### src/rtl/fp_mult_arbiter.sv
// rtl/fp_mult_arbiter.sv - round-robin arbiter sharing one fixed-latency FP multiplier between NREQ requesters
module fp_mult_arbiter #(
  parameter int NREQ = 4,
  parameter int LAT  = 1,
  localparam int IDW = (NREQ > 1) ? $clog2(NREQ) : 1
) (
  input  logic              clk,
  input  logic              rst,
  input  logic [NREQ-1:0]   req_valid,
  input  logic [NREQ*32-1:0] req_a,
  input  logic [NREQ*32-1:0] req_b,
  output logic [NREQ-1:0]   req_ready,
  output logic [31:0]       mul_a,
  output logic [31:0]       mul_b,
  input  logic [31:0]       mul_p,
  output logic              rsp_valid,
  output logic [IDW-1:0]    rsp_id,
  output logic [31:0]       rsp_p,
  input  logic              rsp_ready
);

  localparam int CW = $clog2(LAT) + 1;

  typedef enum logic [1:0] {
    S_IDLE,
    S_WAIT,
    S_RESP
  } state_t;

  state_t         state_q, state_d;
  logic [31:0]    mul_a_q, mul_a_d;
  logic [31:0]    mul_b_q, mul_b_d;
  logic           rsp_valid_q, rsp_valid_d;
  logic [IDW-1:0] rsp_id_q, rsp_id_d;
  logic [31:0]    rsp_p_q, rsp_p_d;
  logic [CW-1:0]  cnt_q, cnt_d;
  logic [IDW-1:0] last_q, last_d;

  logic           grant_found;
  logic [IDW-1:0] grant_idx;

  // Search starts one past the previous winner so every valid requester is reached within NREQ-1 grants.
  always_comb begin
    grant_found = 1'b0;
    grant_idx   = '0;
    for (int j = 1; j <= NREQ; j++) begin
      if (!grant_found && req_valid[(int'(last_q) + j) % NREQ]) begin
        grant_found = 1'b1;
        grant_idx   = IDW'((int'(last_q) + j) % NREQ);
      end
    end
  end

  always_comb begin
    req_ready = '0;
    if (state_q == S_IDLE && grant_found) begin
      req_ready = {{(NREQ-1){1'b0}}, 1'b1} << grant_idx;
    end
  end

  always_comb begin
    state_d     = state_q;
    mul_a_d     = mul_a_q;
    mul_b_d     = mul_b_q;
    rsp_valid_d = rsp_valid_q;
    rsp_id_d    = rsp_id_q;
    rsp_p_d     = rsp_p_q;
    cnt_d       = cnt_q;
    last_d      = last_q;
    case (state_q)
      S_IDLE: begin
        if (grant_found) begin
          mul_a_d  = req_a[32*int'(grant_idx) +: 32];
          mul_b_d  = req_b[32*int'(grant_idx) +: 32];
          rsp_id_d = grant_idx;
          last_d   = grant_idx;
          cnt_d    = CW'(LAT - 1);
          state_d  = S_WAIT;
        end
      end
      S_WAIT: begin
        if (cnt_q == '0) begin
          rsp_p_d     = mul_p;
          rsp_valid_d = 1'b1;
          state_d     = S_RESP;
        end else begin
          cnt_d = cnt_q - CW'(1);
        end
      end
      S_RESP: begin
        if (rsp_ready) begin
          rsp_valid_d = 1'b0;
          state_d     = S_IDLE;
        end
      end
      default: state_d = S_IDLE;
    endcase
  end

  always_ff @(posedge clk) begin
    if (rst) begin
      state_q     <= S_IDLE;
      mul_a_q     <= '0;
      mul_b_q     <= '0;
      rsp_valid_q <= 1'b0;
      rsp_id_q    <= '0;
      rsp_p_q     <= '0;
      cnt_q       <= '0;
      last_q      <= IDW'(NREQ - 1);
    end else begin
      state_q     <= state_d;
      mul_a_q     <= mul_a_d;
      mul_b_q     <= mul_b_d;
      rsp_valid_q <= rsp_valid_d;
      rsp_id_q    <= rsp_id_d;
      rsp_p_q     <= rsp_p_d;
      cnt_q       <= cnt_d;
      last_q      <= last_d;
    end
  end

  assign mul_a     = mul_a_q;
  assign mul_b     = mul_b_q;
  assign rsp_valid = rsp_valid_q;
  assign rsp_id    = rsp_id_q;
  assign rsp_p     = rsp_p_q;

endmodule

### config.mk
export PLATFORM = sky130hd
export DESIGN_NAME = fp_mult_arbiter
export DESIGN_NICKNAME = d
export VERILOG_FILES = /design/src/rtl/fp_mult_arbiter.sv
export SDC_FILE = /design/constraint.sdc
export NUM_CORES = 1
export LEC_CHECK = 0
export ABC_AREA = 1
export CAP_MARGIN = 10
export CORE_AREA = 2 2 153 155
export DETAILED_ROUTE_END_ITERATION = 10
export DIE_AREA = 0 0 155 157
export HOLD_SLACK_MARGIN = 0.08
export PLACE_DENSITY = 0.66
export SLEW_MARGIN = 20
export SYNTH_ARGS = -nofsm -noshare
export SYNTH_HDL_FRONTEND = slang
export SYNTH_SLANG_ARGS = --single-unit
### constraint.sdc
create_clock -name clk -period 2.7 [get_ports clk]
set_input_delay 0.54 -clock clk [delete_from_list [all_inputs] [get_ports clk]]
set_output_delay 0.54 -clock clk [all_outputs]
set_load 0.01 [all_outputs]
### Word level (Yosys, flattened, before mapping)

Cells that the tools add are included.

| storage, ports and cells | value |
|---|---|
| input bits | 295 |
| logic and storage cells | 80 |
| register bits after elaboration | 104 |

| operators by class | value |
|---|---|
| add/sub/neg operators | 5 |
| order comparisons | 4 |
| equal/unequal tests | 5 |
| muxes and demuxes | 31 |
| reduce and logical (&&, ||, !) cells | 19 |
| bitwise operators | 5 |
| shift-type cells | 3 |

Operators by type and width:

| operator | number |
|---|---|
| $shiftx 128x8->32 | 2 |
| $lt 3x4->1 const B | 4 |
| $mux 1 | 16 |
| $mux 2 | 7 |
| $bmux 1 s2 | 4 |
| $reduce_or 2->1 | 4 |
| $ne 2x2->1 const B | 3 |
| $pmux 2 s3 | 1 |
| $reduce_and 2->1 | 3 |
| $reduce_and 3->1 | 2 |
| $add 2x1->2 const B | 2 |
| $add 2x2->2 const B | 2 |
| $and 1x1->1 const A | 4 |
| $logic_and 1x1->1 | 4 |
| $mux 4 | 1 |
| $pmux 1 s2 | 2 |
| $reduce_bool 2->1 | 2 |
| $shl 1x2->4 const A | 1 |
| $logic_not 1->1 | 3 |
| $eq 2x1->1 const B | 1 |
| $eq 2x2->1 const B | 1 |
| $logic_not 2->1 | 1 |
| $not 1->1 | 1 |
| $sub 1x1->1 const B | 1 |

### Depth between registers and ports, before layout

| depth | value |
|---|---|
| depth in word-level cells | 18 |
| mapped depth | 17 |

### Worst setup path after synthesis

Ideal clock, no wire load.

| timing path | value |
|---|---|
| kind | in2out |
| from | in req_valid[0] |
| to | out req_ready[1] |
| stages | 13 |
| setup slack | 0.460 ns |
| data required time | 2.160 ns |
| arrival time | 1.700 ns |
| path buffers | 2 |
| cell sequence | nand2_1 > nand2_1 > nand2_1 > nand2_2 > inv_2 > nand2_1 > nand2_1 > nand3_2 > buf_6 > buf_6 > nor2_1 > inv_2 > nor2_1 |

| on the way | value |
|---|---|
| word-level cells in the longest chain between the ends | 15 |
| elaborated cells on any way between the ends | 29 |

Ends and longest elaborated chain:

| what | RTL line | text |
|---|---|---|
| from (decl) | 9 | `input logic [NREQ-1:0] req_valid,` |
| $bmux 1 s2 | 47 | `if (!grant_found && req_valid[(int'(last_q) + j) % NREQ]) begin` |
| $mux 1 (implied by the code) (2 in series) | 47 |  |
| $mux 1 | 47 |  |
| $logic_not 1->1 | 47 |  |
| $logic_and 1x1->1 | 47 |  |
| $mux 1 | 47 |  |
| $logic_not 1->1 | 47 |  |
| $logic_and 1x1->1 | 47 |  |
| $mux 1 | 47 |  |
| $logic_not 1->1 | 47 |  |
| $logic_and 1x1->1 | 47 |  |
| $mux 2 or $mux 1 (tied branches) | 47 |  |
| $shl 1x2->4 or $logic_and 1x1->1 (tied branches) | 57, 56 |  |
| $mux 4 (*) | 56 | `if (state_q == S_IDLE && grant_found) begin` |
| to (decl) | 12 | `output logic [NREQ-1:0] req_ready,` |

Every way passes the cells marked *; elsewhere a longest branch is shown, timed or not. The select of a mux whose other input is x is not followed.

### Worst setup path after layout

Ends and elaborated chain as after synthesis.

==> run metrics <==
post-synthesis compound-gate area fraction=3.05%; type of origin of the critical path=input pin; Hold Startpoint=rsp_id[0]; CP max FO=4; PwrDens=1250 mW/mm2; Synth Area in Adders=0%; Core Footprint=0.0225 mm2; Worst Hold Depth=2; total of max-cap violations=0; mux contribution to synthesized area=0%; synth-to-layout area growth=68.2%; Iteration-0 DRC Markers=585; Die ar.=0.0243 mm2; drc violations=0; r2r setup slk=0.35 ns; fillcell total=2357; static leakage=0.00557 uW; drt first pass iters=5; Critical Path AT=2.04 ns; Die Y-Extent=157 um; Yosys top cell area share=30.9%; initial antenna violation count=1; cells on worst reg2reg path=15; largest family of logic cells by synthesized area=simple AND/OR/NAND/NOR gates; Final Power=14000 uW; WL final=27300 um; largest net degree at the start of global routing=67; Final Instance Area=0.0112 mm2; CTS clk-pin slew, worst paths=0.07 ns; Netlist cell types=24; Post-Synth XOR/XNOR Area=0%; vias in the first global route=7843; gr usage total=21.6%; Final Setup Violations=0; Critical-path top delay cell=clkdlybuf4s50_1; post-CTS setup buffer count=0; I/O pins=398; Root Driver=clkbuf_16; R2R Path End=mul_a[11]; Avg Synthesized Cell Area=5.58 um2; CTS tree=done; Starting Density=29.7%; Synth warnings=0; WL/cell=14.8 um; Placed Area=0.0109 mm2; Vias per Instance=4.58; ANT nets after route=0; outcome=finished, final reports clean; hold buffers post-CTS=0; setup ws final=0.122 ns; dpl hpwl=20600 um; Die W=155 um; fin nets=1855; Slew HR=51.5%; synthesized flop and latch total=103; # diodes=0; fmax=388 MHz; worst r2r src=last_q[0]; area leader, netlist=dfxtp_1; Critical Path RT=2.16 ns; hold endpoint=rsp_id[0]; Final period util=95.5%; unrepaired setup endpoints after global routing=no; most common cell after layout, fill and taps aside=clkdlybuf4s50_1; share of layout cells above drive strength 1=4.92%; PortBufs=397; H-tree depth=3; CTS buffer count=9; CP Capture Type=output pin; syn nets=1492; vias=8480; clk_lat worst skew=0.35 ns; clock sinks=103; count of final hold-check violations=0; total global routing overflow=0; WS Path Type=input pin to output pin; Post-Syn Area=0.00668 mm2; Peak VDD IR=0.00161 V; Most common cell on crit path=nand2_1; synthesized netlist cell count=1197; synth top area cells=dfxtp_1 (31%), nand2_1 (18%), nand3_1 (15%), nor2_1 (15%), inv_1 (9.7%); num rows=55; Post-Place Worst Slack=-0.315 ns; RePlAce Congestion=0.926; worst-path cell chain=clkdlybuf4s50_1, nand2_1, nand2_1, nand2_1, nand2_2, inv_2, nand3_1, nand3_2, buf_4, nor2_1, buf_2; Clock Skew=0.0118 ns; most frequent cells in the layout=clkdlybuf4s50_1 (391), nand2_1 (317), nor2_1 (262), nand3_1 (202), inv_1 (173); CTS Buffer Depth=2; first-pass GRT wire length=41700 um; simple-gate share of the synthesized area=49.4%; final core occ=49.9%; Tightest Pin Transition=0.728 ns; register area share after synthesis=30.9%; minimum clock period=2.58 ns; Worst Hold Class=flop to flop; fin. max-slew vios=0; CP peak stage delay=0.51 ns
[cell usage after synthesis, drive strengths merged]
library cell,n
nand3,206
nor3,2
a31oi,1
nor2,265
o211ai,2
a21oi,3
a211oi,1
clkbuf,16
nand2,326
inv,181
o21ai,32
buf,59
dfxtp,103
[metal layers]
metal	vias up	track usage, %	routed length (um)
li1	4336	-	-
met3	42	4.65	1900
met1	3801	27.6	11700
met4	0	8.29	855
met2	301	35.7	12900
met5	-	0	0
[state kept, by name, indices dropped and copies added, names as in the netlist]
register / flops
rsp_id: 2
rsp_valid: 1
state_q: 2
rsp_p: 32
mul_b: 32
mul_a: 32
last_q: 2
[worst max-delay path: cells and delay by family]
| kind | cells | cell delay [ns] |
|---|---|---|
| buf+inv | 4 | 0.86 |
| simple gates | 7 | 0.62 |
[per-stage QoR]
stage	setup TNS (ns)	hold slack (ns)	std cells
5_1_grt	0	0.492	1850
4_1_cts	0	0.465	1850
3_3_place_gp	-12.26	0.454	1834
2_1_floorplan	0	0.488	1197
6_report	0	0.463	1850
3_5_place_dp	-15.27	0.457	1834
[layout make-up]
cell class,count,area [um2],share of cell area (%)
Sequential cell,103,2060,18.4
Clock inverter,7,73.8,0.657
Timing Repair Buffer,427,4290,38.2
Inverter,181,683,6.08
Tap cell,285,357,3.17
Clock buffer,9,225,2.00
Multi-Input combinational cell,838,3540,31.5
[cell families (layout without fill, tap and decap cells)]
family | Yosys count | count (layout)
AND/OR/NAND/NOR | 799 | 799
buffers and inverters | 256 | 624
flip-flops | 103 | 103
AO/OA/AOI/OAI | 39 | 39
[worst max path at each step]
stage                  from            to  slack [ns]
4_1_cts        req_valid[0]  req_ready[0]       0.006
3_5_place_dp   req_valid[0]  req_ready[1]       -0.31
3_3_place_gp   req_valid[0]  req_ready[3]       -0.30
5_1_grt        req_valid[0]  req_ready[2]      0.0009
6_report       req_valid[0]  req_ready[1]        0.12
2_1_floorplan  req_valid[0]  req_ready[1]        0.46
[repair_timing]
action | 4_1_cts | 5_1_grt
pin swaps | 0 | 1
gates resized for setup | 13 | 17
setup endpoints to repair | 4 | 56
[power breakdown]
part	switching, uW	leakage, uW	total (uW)	internal [uW]
clock network	682	0.000147	1340	657
logic	6100	0.00457	10200	4120
registers	321	0.000854	2470	2140
total	7100	0.00557	14000	6920
Note: power is estimated with default switching activity, not from simulation.
==> RTL edit (config.mk and constraints unchanged) <==
Set the parameter `LAT` to 2 (it was 1).
--- a/src/rtl/fp_mult_arbiter.sv
+++ b/src/rtl/fp_mult_arbiter.sv
@@ -2,5 +2,5 @@
 module fp_mult_arbiter #(
   parameter int NREQ = 4,
-  parameter int LAT  = 1,
+  parameter int LAT  = 2,
   localparam int IDW = (NREQ > 1) ? $clog2(NREQ) : 1
 ) (
Check against the original RTL: not settled (the Yosys comparison gave no result); the edit may change what the design does.
==> RTL edit against the unedited design <==
Via count increased by 12%. Largest power group unchanged. Worst setup slack got worse by 0.082 ns. Synthesized area increased by 15%. Die area unchanged. Design area increased by 7.9%. Total power increased by 1.5%. Sequential cell count increased by 2. Wire length increased by 15%. Clock skew about the same. Synthesized cell count increased by 14%. Sequential power decreased by 2%.
==> RTL edit: results (changes against the unedited design) <==
metric,value,unit,change
"worst slack, placed",-0.411,ns,-0.0963 ns
Cells after Synth,1361,,+14%
drt initial violations,656,,+12%
Critical Path AT,2.12,ns,+0.08 ns
DPL Wire Length,22000,um,+7.1%
Mapped Nets,1657,,+11%
leakage,0.00629,uW,+13%
VDD IR max,0.00167,V,+3.4%
DP Area,11800,um2,+7.8%
worst setup margin,0.0403,ns,-0.0817 ns
Metal-1 WL,13000,um,+11%
Hold Slack,0.462,ns,-0.00151 ns
first-pass GRT wire length,48000,um,+15%
seq pwr,2430,uW,-2%
vias post-DR,9509,,+12%
vias in the first global route,8818,,+12%
hold_sp,rsp_p[9],,
met2 GRT Util,41.3,%,+5.6 points
Met3 Wirelength,2610,um,+37%
initial antenna violation count,0,,-1
DR vias/cell,4.79,,+4.5%
layout cells sized above 1,4.88,%,-0.041 points
Final GP Congestion,0.901,,-2.7%
sequential fraction of the synthesis area,27.4,%,-3.4 points
largest net degree at the start of global routing,89,,+33%
sequential share of power,17.1,%,-0.5 points
reg2reg setup slack,0.27,ns,-0.08 ns
met1 Track Usage GR,30.5,%,+2.9 points
post-cts resize count,19,,+6
hold worst-path end,rsp_p[9],,
drt pass-1 iters,6,,+1
CP max stage delay,0.42,ns,-0.09 ns
crit-path max FO,5,,+1
cell internal pwr,6680,uW,-3.5%
met3 GRT Util,5.89,%,+1.2 points
status,completed,,
FF-to-FF End,mul_a[3],,
Synth top cells by count,"inv_1, nand2_1, nand3_1",,
crit path from,req_valid[3],,
WL/cell,15.8,um,+6.7%
-- RTL edit: cell count changes after synthesis, moves of 34 or more --
cell | before | now
buf_2 | 35 | 71
nand2_1 | 322 | 265
inv_1 | 173 | 329
a21oi_1 | 3 | 37
nand4_1 | 0 | 129
nor2_1 | 263 | 139
-- RTL edit: cell type report --
cell class / count / area, um2
Tap cell: 285 / 357
Clock inverter: 7 / 82.6
Clock buffer: 9 / 225
Inverter: 334 / 1260
Sequential cell: 105 / 2100
Fill cell: 2330 / 10400
Timing Repair Buffer: 430 / 4230
Multi-Input combinational cell: 816 / 3860
-- RTL edit: logic make-up (layout without fill, tap and decap cells) --
family | after synthesis | count (layout) | share of synthesized area, %
adders and majority gates | 1 | 1 | 0.163
DFF | 105 | 105 | 27.4
and+or+nand+nor | 773 | 773 | 46.4
buffers and inverters | 440 | 780 | 23.2
AOI/OAI and AO/OA | 42 | 42 | 2.86
